--- src/rtl/hamming_pkg.sv ---
// Shared Hamming(12,8) definitions for the FSK transmit encoder and the receive-side decoder.
// Codeword index i carries Hamming position i+1; parity sits on the power-of-two positions.
package hamming_pkg;

   localparam int CODE_W = 12;
   localparam int DATA_W = 8;

   localparam int P1_IDX = 0;
   localparam int P2_IDX = 1;
   localparam int P4_IDX = 3;
   localparam int P8_IDX = 7;

   // Data bits covered by each parity bit (bit n of a mask selects d<n>).
   localparam logic [DATA_W-1:0] P1_MASK = 8'b0101_1011;
   localparam logic [DATA_W-1:0] P2_MASK = 8'b0110_1101;
   localparam logic [DATA_W-1:0] P4_MASK = 8'b1000_1110;
   localparam logic [DATA_W-1:0] P8_MASK = 8'b1111_0000;

   typedef enum logic [1:0] {
      TX_IDLE  = 2'd0,
      TX_START = 2'd1,
      TX_DATA  = 2'd2,
      TX_STOP  = 2'd3
   } tx_state_e;

   // Codeword index that carries data bit d<i>.
   function automatic int data_idx(input int i);
      int idx;
      case (i)
         0:       idx = 2;
         1:       idx = 4;
         2:       idx = 5;
         3:       idx = 6;
         4:       idx = 8;
         5:       idx = 9;
         6:       idx = 10;
         7:       idx = 11;
         default: idx = 2;
      endcase
      return idx;
   endfunction

   function automatic logic parity8(input logic [DATA_W-1:0] v);
      return ^v;
   endfunction

endpackage

--- src/rtl/hamming_encode_12_8.sv ---
// Purely combinational Hamming(12,8) encoder; also reused by the decoder's test bench.
module hamming_encode_12_8
   import hamming_pkg::*;
(
   input  logic [DATA_W-1:0] data_i,
   output logic [CODE_W-1:0] code_o
);

   // Scatter data bits into their codeword slots, then fill in the parity slots.
   always_comb begin
      code_o = {CODE_W{1'b0}};
      for (int i = 0; i < DATA_W; i++) begin
         code_o[data_idx(i)] = data_i[i];
      end
      code_o[P1_IDX] = parity8(data_i & P1_MASK);
      code_o[P2_IDX] = parity8(data_i & P2_MASK);
      code_o[P4_IDX] = parity8(data_i & P4_MASK);
      code_o[P8_IDX] = parity8(data_i & P8_MASK);
   end

endmodule

--- src/rtl/hamming_fsk_tx.sv ---
// Hamming(12,8) transmit path: single-entry byte buffer, encoder and start/stop framed
// serializer driving the FSK modulator bit input, one bit every CLKS_PER_BIT clocks.
module hamming_fsk_tx
   import hamming_pkg::*;
#(
   parameter int CLKS_PER_BIT = 16,
   parameter int CNT_W        = 8
) (
   input  logic              clk,
   input  logic              rst_n,
   input  logic [DATA_W-1:0] in_data,
   input  logic              in_valid,
   output logic              in_ready,
   output logic              tx_bit,
   output logic              tx_active,
   output logic [CODE_W-1:0] code_out,
   output logic              frame_done
);

   localparam logic [CNT_W-1:0] CNT_LAST  = CNT_W'(CLKS_PER_BIT - 1);
   localparam logic [3:0]       LAST_DATA = 4'd11;

   tx_state_e         state_q, state_d;
   logic [CNT_W-1:0]  cnt_q, cnt_d;
   logic [3:0]        idx_q, idx_d;
   logic [CODE_W-1:0] shift_q, shift_d;
   logic [CODE_W-1:0] code_q, code_d;
   logic [DATA_W-1:0] buf_q, buf_d;
   logic              buf_valid_q, buf_valid_d;
   logic              in_ready_q, in_ready_d;
   logic              tx_bit_q, tx_bit_d;
   logic              tx_active_q, tx_active_d;
   logic              frame_done_q, frame_done_d;

   logic [CODE_W-1:0] enc_code_s;
   logic              accept_s;
   logic              bit_end_s;
   logic              load_s;

   hamming_encode_12_8 u_encode (
      .data_i (buf_q),
      .code_o (enc_code_s)
   );

   assign accept_s  = in_valid && in_ready_q;
   assign bit_end_s = (cnt_q == CNT_LAST);

   // Next-state, buffer and registered-output computation.
   always_comb begin
      state_d     = state_q;
      cnt_d       = cnt_q;
      idx_d       = idx_q;
      shift_d     = shift_q;
      code_d      = code_q;
      buf_d       = buf_q;
      buf_valid_d = buf_valid_q;
      load_s      = 1'b0;

      // Accept requires an empty buffer and load a full one, so the two never overlap.
      if (accept_s) begin
         buf_d       = in_data;
         buf_valid_d = 1'b1;
      end else begin
         buf_d = buf_q;
      end

      case (state_q)
         TX_IDLE: begin
            if (buf_valid_q) begin
               load_s = 1'b1;
            end else begin
               cnt_d = {CNT_W{1'b0}};
            end
         end
         TX_START: begin
            if (bit_end_s) begin
               state_d = TX_DATA;
               idx_d   = 4'd0;
               cnt_d   = {CNT_W{1'b0}};
            end else begin
               cnt_d = cnt_q + CNT_W'(1);
            end
         end
         TX_DATA: begin
            if (bit_end_s) begin
               shift_d = shift_q >> 1;
               cnt_d   = {CNT_W{1'b0}};
               if (idx_q == LAST_DATA) begin
                  state_d = TX_STOP;
               end else begin
                  idx_d = idx_q + 4'd1;
               end
            end else begin
               cnt_d = cnt_q + CNT_W'(1);
            end
         end
         TX_STOP: begin
            if (bit_end_s) begin
               if (buf_valid_q) begin
                  load_s = 1'b1;
               end else begin
                  state_d = TX_IDLE;
                  cnt_d   = {CNT_W{1'b0}};
               end
            end else begin
               cnt_d = cnt_q + CNT_W'(1);
            end
         end
         default: begin
            state_d = TX_IDLE;
            cnt_d   = {CNT_W{1'b0}};
         end
      endcase

      if (load_s) begin
         state_d     = TX_START;
         cnt_d       = {CNT_W{1'b0}};
         shift_d     = enc_code_s;
         code_d      = enc_code_s;
         buf_valid_d = 1'b0;
      end else begin
         code_d = code_q;
      end

      in_ready_d   = ~buf_valid_d;
      tx_active_d  = (state_d != TX_IDLE);
      frame_done_d = (state_d == TX_STOP) && (cnt_d == CNT_LAST);

      case (state_d)
         TX_IDLE:  tx_bit_d = 1'b1;
         TX_START: tx_bit_d = 1'b0;
         TX_DATA:  tx_bit_d = shift_d[0];
         TX_STOP:  tx_bit_d = 1'b1;
         default:  tx_bit_d = 1'b1;
      endcase
   end

   // State and output registers; reset drops any buffered byte and idles the line high.
   always_ff @(posedge clk or negedge rst_n) begin
      if (!rst_n) begin
         state_q      <= TX_IDLE;
         cnt_q        <= {CNT_W{1'b0}};
         idx_q        <= 4'd0;
         shift_q      <= {CODE_W{1'b0}};
         code_q       <= {CODE_W{1'b0}};
         buf_q        <= {DATA_W{1'b0}};
         buf_valid_q  <= 1'b0;
         in_ready_q   <= 1'b1;
         tx_bit_q     <= 1'b1;
         tx_active_q  <= 1'b0;
         frame_done_q <= 1'b0;
      end else begin
         state_q      <= state_d;
         cnt_q        <= cnt_d;
         idx_q        <= idx_d;
         shift_q      <= shift_d;
         code_q       <= code_d;
         buf_q        <= buf_d;
         buf_valid_q  <= buf_valid_d;
         in_ready_q   <= in_ready_d;
         tx_bit_q     <= tx_bit_d;
         tx_active_q  <= tx_active_d;
         frame_done_q <= frame_done_d;
      end
   end

   assign in_ready   = in_ready_q;
   assign tx_bit     = tx_bit_q;
   assign tx_active  = tx_active_q;
   assign code_out   = code_q;
   assign frame_done = frame_done_q;

endmodule
--- config.mk ---
export PLATFORM = sky130hd
export DESIGN_NAME = hamming_fsk_tx
export DESIGN_NICKNAME = d
export VERILOG_FILES = /design/src/rtl/hamming_pkg.sv /design/src/rtl/hamming_encode_12_8.sv /design/src/rtl/hamming_fsk_tx.sv
export SDC_FILE = /design/constraint.sdc
export NUM_CORES = 1
export LEC_CHECK = 0
export ABC_AREA = 1
export BUFFER_PORTS_ARGS = -buffer_cell sky130_fd_sc_hd__buf_2
export CAP_MARGIN = 20
export CORE_ASPECT_RATIO = 1.2
export CORE_MARGIN = 2
export CORE_UTILIZATION = 45
export DETAILED_ROUTE_END_ITERATION = 10
export PLACE_DENSITY = 0.74
export SYNTH_ARGS = -nofsm -noshare
export SYNTH_HDL_FRONTEND = slang
export SYNTH_SLANG_ARGS = --single-unit
--- constraint.sdc ---
create_clock -name clk -period 2 [get_ports clk]
set_input_delay 0.4 -clock clk [delete_from_list [all_inputs] [get_ports clk]]
set_output_delay 0.4 -clock clk [all_outputs]
set_load 0.005 [all_outputs]
* Word level (Yosys, flattened, before mapping) *
Cells that the tools add are included.

storage, ports and cells
  flip-flop bits (word level) = 51
  input port bits = 11
  output and inout port bits = 16

operators by class
  $add $sub $neg = 2
  equal/unequal tests = 12
  multiplexer cells = 25
  bitwise logic cells = 1
  reductions and logical operators = 16

operators with widths
  cell                 count
  $mux 12              3
  $mux 8               4
  $reduce_xor 8->1     4
  $pmux 8 s3           1
  $eq 8x4->1 const B   2
  $mux 2               6
  $mux 4               3
  $add 8x1->8 const B  1
  $eq 2x2->1 const B   4
  $pmux 4 s2           1
  $reduce_bool 2->1    4
  $ne 2x2->1 const B   3
  $pmux 2 s3           1
  $add 4x1->4 const B  1
  $eq 2x1->1 const B   2
  $eq 4x4->1 const B   1
  $logic_not 2->1      2
  $mux 1               4
  $reduce_and 4->1     1
  $reduce_or 2->1      2
  $pmux 1 s3           1
  $logic_and 1x1->1    2
  $pmux 1 s2           1
  $reduce_and 2->1     1
  $not 1->1            1

* Depth between registers and ports, before layout *
  word-level depth = 8
  gate-level depth with buffers = 15
  mapped depth without buffers = 15

* By module *
A second synthesis with hierarchy kept.

unflattened totals
  cell total of the unflattened synthesis = 329
  area, all modules = 2707.6 um^2

modules (own cells, without submodules)
  module               times used  cells an instance  area each (um^2)
  hamming_fsk_tx       1           285                2463.6
  hamming_encode_12_8  1           44                 244.0

* Worst setup path before layout *
OpenSTA, ideal clock, no wires.

  kind = register to register
  from = register cnt_q[0]
  to = register frame_done_q (netlist: frame_done)
  arrival = 1.894 ns
  slack = -0.008 ns
  stages on the path, launching flop included = 16
  path buffers = 1
  clock period less this slack = 2.008 ns
  cells stage by stage = dfrtp_1 > ha_1 > nand3_2 > nor2_4 > nand2_2 > nand2_2 > nand2_4 > buf_6 > o31ai_1 > a21oi_1 > inv_1 > ha_1 > nand2_1 > nor2_1 > nand3_1 > nor2_1

between the ends
  cells in the longest elaborated chain, start to end = 6
  elaborated cells between the ends (all ways) = 17

RTL lines
  item                                      line                   text
  start: declaration                        hamming_fsk_tx.sv:24   logic [CNT_W-1:0] cnt_q, cnt_d;
  start signal: assignment                  hamming_fsk_tx.sv:142  cnt_q <= {CNT_W{1'b0}};
  start signal: assignment                  hamming_fsk_tx.sv:154  cnt_q <= cnt_d;
  $eq 8x4->1 *                              hamming_fsk_tx.sv:46   assign bit_end_s = (cnt_q == CNT_LAST);
  $mux 2 (tied with other cells)            hamming_fsk_tx.sv:98   if (bit_end_s) begin
  $pmux 2 s3 or $pmux 1 s2 (tied branches)  hamming_fsk_tx.sv:67   case (state_q)
  $mux 2 *                                  hamming_fsk_tx.sv:115  if (load_s) begin
  via state_d[0]                            hamming_fsk_tx.sv:23   tx_state_e state_q, state_d;
  $eq 2x2->1 *                              hamming_fsk_tx.sv:127  frame_done_d = (state_d == TX_STOP) && (cnt_d == CNT_LAST);
  $logic_and 1x1->1 *                       hamming_fsk_tx.sv:127
  via frame_done_d                          hamming_fsk_tx.sv:33   logic frame_done_q, frame_done_d;
  end signal: assignment                    hamming_fsk_tx.sv:163  frame_done_q <= frame_done_d;
  end: declaration                          hamming_fsk_tx.sv:33

Mark *: on every way through the listed nets, which the timed path passes. The rest lies on a longest branch.
A chain may end at the register's enable or synchronous reset.

* Worst setup path after layout *
  from = register cnt_q[1]
  to = register tx_bit_q (netlist: tx_bit)

between the ends
  cells in the longest elaborated chain, start to end = 7
  elaborated cells between the ends (all ways) = 17

RTL lines
  item                                           line                   text
  $eq 8x4->1 *                                   hamming_fsk_tx.sv:46
  $mux 2 (tied with other cells)                 hamming_fsk_tx.sv:98
  $pmux 2 s3 or $pmux 1 s2 (tied branches)       hamming_fsk_tx.sv:67
  $mux 2                                         hamming_fsk_tx.sv:115
  $eq 2x2->1 or $logic_not 2->1 (tied branches)  hamming_fsk_tx.sv:129  case (state_d)
  $reduce_or 2->1 (no line)                      -
  $pmux 1 s3 *                                   hamming_fsk_tx.sv:129
  via tx_bit_d                                   hamming_fsk_tx.sv:31   logic tx_bit_q, tx_bit_d;
  end signal: assignment                         hamming_fsk_tx.sv:161  tx_bit_q <= tx_bit_d;
  end: declaration                               hamming_fsk_tx.sv:31

Mark *: on every way through the listed nets, which the timed path passes. The rest lies on a longest branch. The select of a mux whose other input is x is not followed.

==> results.cfg <==
[placement]
dp_slack_ns = -0.0327
routabilityCongestion = 0.911
io_buffer_count = 26
hpwl_mm = 3.98

[sta]
min_period_over_period_pct = 98.5
rsz0062_at_grt = true
drv_slew = 0
finalCriticalPeriod_ns = 1.97
tightest_slew_ns = 0.633
fin_ws_ns = 0.0310
max_freq_mhz = 508
clock_skew_ns = 0.0111
final-setup-viol-count = 0
relSlewSlack_pct = 57.8
finalHoldViolations = 0

[synth]
synth_compound_area_share_pct = 5.42
muxShareOfSynthArea_pct = 2.14
async_flop_share_pct = 100
postSynthCellCount = 305
synth_xor_area_share_pct = 4.66
synth_warnings = 0
synth.most_common_cell = nand2_1
synth_top_family_by_area = simple AND/OR/NAND/NOR gates
synthAdderAreaFrac_pct = 5.23
synthDistinctLibCells = 30
synth_area_leaders = dfrtp_1, nand2_1, nand3_1
syn_nets = 327
synth_top_area_share_pct = 46.6
synth.yosys.seq_area_share_pct = 48.6
synth-simple-area-share_pct = 27.1
yosys.area.top_type = dfrtp_1
syn_area_sq_um = 2630
syn_avg_cell_area_sq_um = 8.63
synth_flop_cell = dfrtp_1
ys_seq_elements = 51
synthTopCellsByCount = nand2_1, dfrtp_1, nand3_1
synth_enable_flop_cells = 0

[worst_setup_path]
cp-start-kind = register
crit_top_cell = a21oi_2
crit_arrival_ns = 2.21
critPathRequiredTime_ns = 2.24
cpMaxStageDelayCell = dfrtp_1
criticalPathCategory = register to register
cpLargestDelayFamily = compound AO/OA/AOI/OAI gates
crit_chain = ha_2 > nand2_2 > nor2_4 > nand3_2 > o21ai_2 > o2111ai_2 > a21oi_2 > buf_4 > ha_1 > a21oi_2
worst_setup_path_end_kind = register
slowest_delay_ns = 0.36
cp_max_fo = 2
crit_buf_inv = 1

[clocking]
numCtsBuffers = 5
clockBufferDepth = 2
root_buffer = clkbuf_8
cts_hold_buf = 0
cts.reportedPaths.clkPinSlew_ns = 0.09
clock_latency_ns = 0.30
cts_tree = built
cts_sinks = 51
htree_levels = 2

[global_routing]
track_usage_pct = 17.9
grt_pass1_vias = 2137
antenna_found_initial = 0
grt_overflow = 0
grt_pass1_wl_mm = 9.07
grt_max_degree = 52

[power_and_ir_drop]
p_total_w = 0.00220
p_leak_nw = 1.69
vdd_drop_max_mv = 0.617
p_per_area_nw_per_um2 = 682

[route]
drt-total-wl_mm = 5.48
drt-vias-per-instance = 4.95
drtPass1Iterations = 4
dr.first_iter.drc_count = 108
routedWlPerCell_um = 12.4
dr_total_vias = 2186
drc = 0
ant_nets = 0

[floorplanning]
rows = 30
ios = 27
start_util_pct = 46.4
coreArea_sq_um = 5670
die_x_um = 73.8
dieArea_sq_um = 6480
die_h_um = 87.8

[run]
drv_cap = 0

[finish]
antenna_cells = 0
drive_gt1_share_pct = 28.2
nNetsFinal = 383
area_growth_pct = 22.5

[outcome]
outcome = complete, no violations

[worst_hold_path]
hp-class = input pin to async pin
-- flip-flops by register name, indices dropped and copies added (netlist names) --
signal	count
state_q	2
frame_done	1
shift_q	12
buf_q	8
cnt_q	8
in_ready	1
idx_q	4
tx_bit	1
code_out	12
tx_active	1
buf_valid_q	1
-- final timing paths --
check	startpoint	endpoint	slack (ns)	cells past startpoint
setup / recovery	cnt_q[1]	tx_bit	0.03	10
hold / removal	rst_n	code_out[8]	0.20	2
setup reg to reg	cnt_q[1]	tx_bit	0.03	10
hold reg to reg	code_out[9]	code_out[9]	0.48	2
max in group asynchronous	rst_n	cnt_q[2]	1.37	2
min in group clk	in_data[7]	buf_q[7]	0.33	2
-- cell usage in the layout (no fill, tap or decap), types with 2 or more instances in the layout --
cell      count
ha_2          3
a21oi_1       6
clkbuf_8      5
buf_4        30
nand2_1      78
a21oi_2       2
nand3_1      47
nand3_2       3
xnor2_1       5
xor2_1        9
mux2_2        5
nand2_2       7
nand4_1       2
dfstp_2       2
nor2_1       15
o21ai_0       9
inv_1        25
clkbuf_1      2
ha_1          7
inv_2         5
nor2_2        3
nor2_4        3
dfrtp_1      49
buf_2        26
-- where the power goes --
part           leakage, nW  internal, W  switching, W
clock               0.0524     0.000375      0.000320
combinational         1.01     0.000171      0.000162
sequential           0.629      0.00109     0.0000775
total                 1.69      0.00164      0.000560
-- worst reg2reg max path, delay by kind of cell (launching register included) --
family	cells	cell delay, ns
buf+inv	1	0.14
fa+ha+maj	2	0.42
compound gates	4	0.67
simple gates	3	0.33
flops	1	0.36
-- cell families (layout without fill, tap and decap cells) --
| family | count (synthesis) | after routing |
|---|---|---|
| buffers and inverters | 39 | 96 |
| adder cells (fa/ha/maj) | 11 | 11 |
| XOR/XNOR | 14 | 14 |
| AO/OA/AOI/OAI | 25 | 25 |
| AND/OR/NAND/NOR | 160 | 160 |
| flip-flops | 51 | 51 |
| multiplexers | 5 | 5 |
-- timing repair --
item                                    CTS  global route
buffers inserted                          0             8
pin swaps                                 0            14
gates resized for setup                   2            25
endpoints found under the setup margin    2             2
-- per-layer routing --
metal  part of all wire [%]  track usage, %
met1                     41            20.3
met5                      0               0
met4                    1.7            9.09
met2                     54            32.3
met3                    3.1            2.76
-- through the flow --
| step | utilization [%] | cells | cell area (sq um) | hold slack [ns] | TNS (ns) |
|---|---|---|---|---|---|
| floorplan | - | 305 | 2630 | 0.104 | 0 |
| global placement | 52.5 | 426 | 2980 | 0.461 | 0 |
| detailed placement | 52.5 | 426 | 2980 | 0.464 | -0.0360 |
| CTS | 54.5 | 434 | 3090 | 0.218 | 0 |
| global route | 56.9 | 442 | 3220 | 0.253 | -0.220 |
| finish | 56.9 | 442 | 3220 | 0.198 | 0 |
-- final cells by class --
class	instances	area, sq um
clock inverter	1	30.0
timing repair buffer	57	367
multi-input combinational	215	1250
inverter	31	121
fill	506	2440
sequential	51	1280
clock buffer	7	76.3
tap	80	100
(Power assumes the default switching activity.)
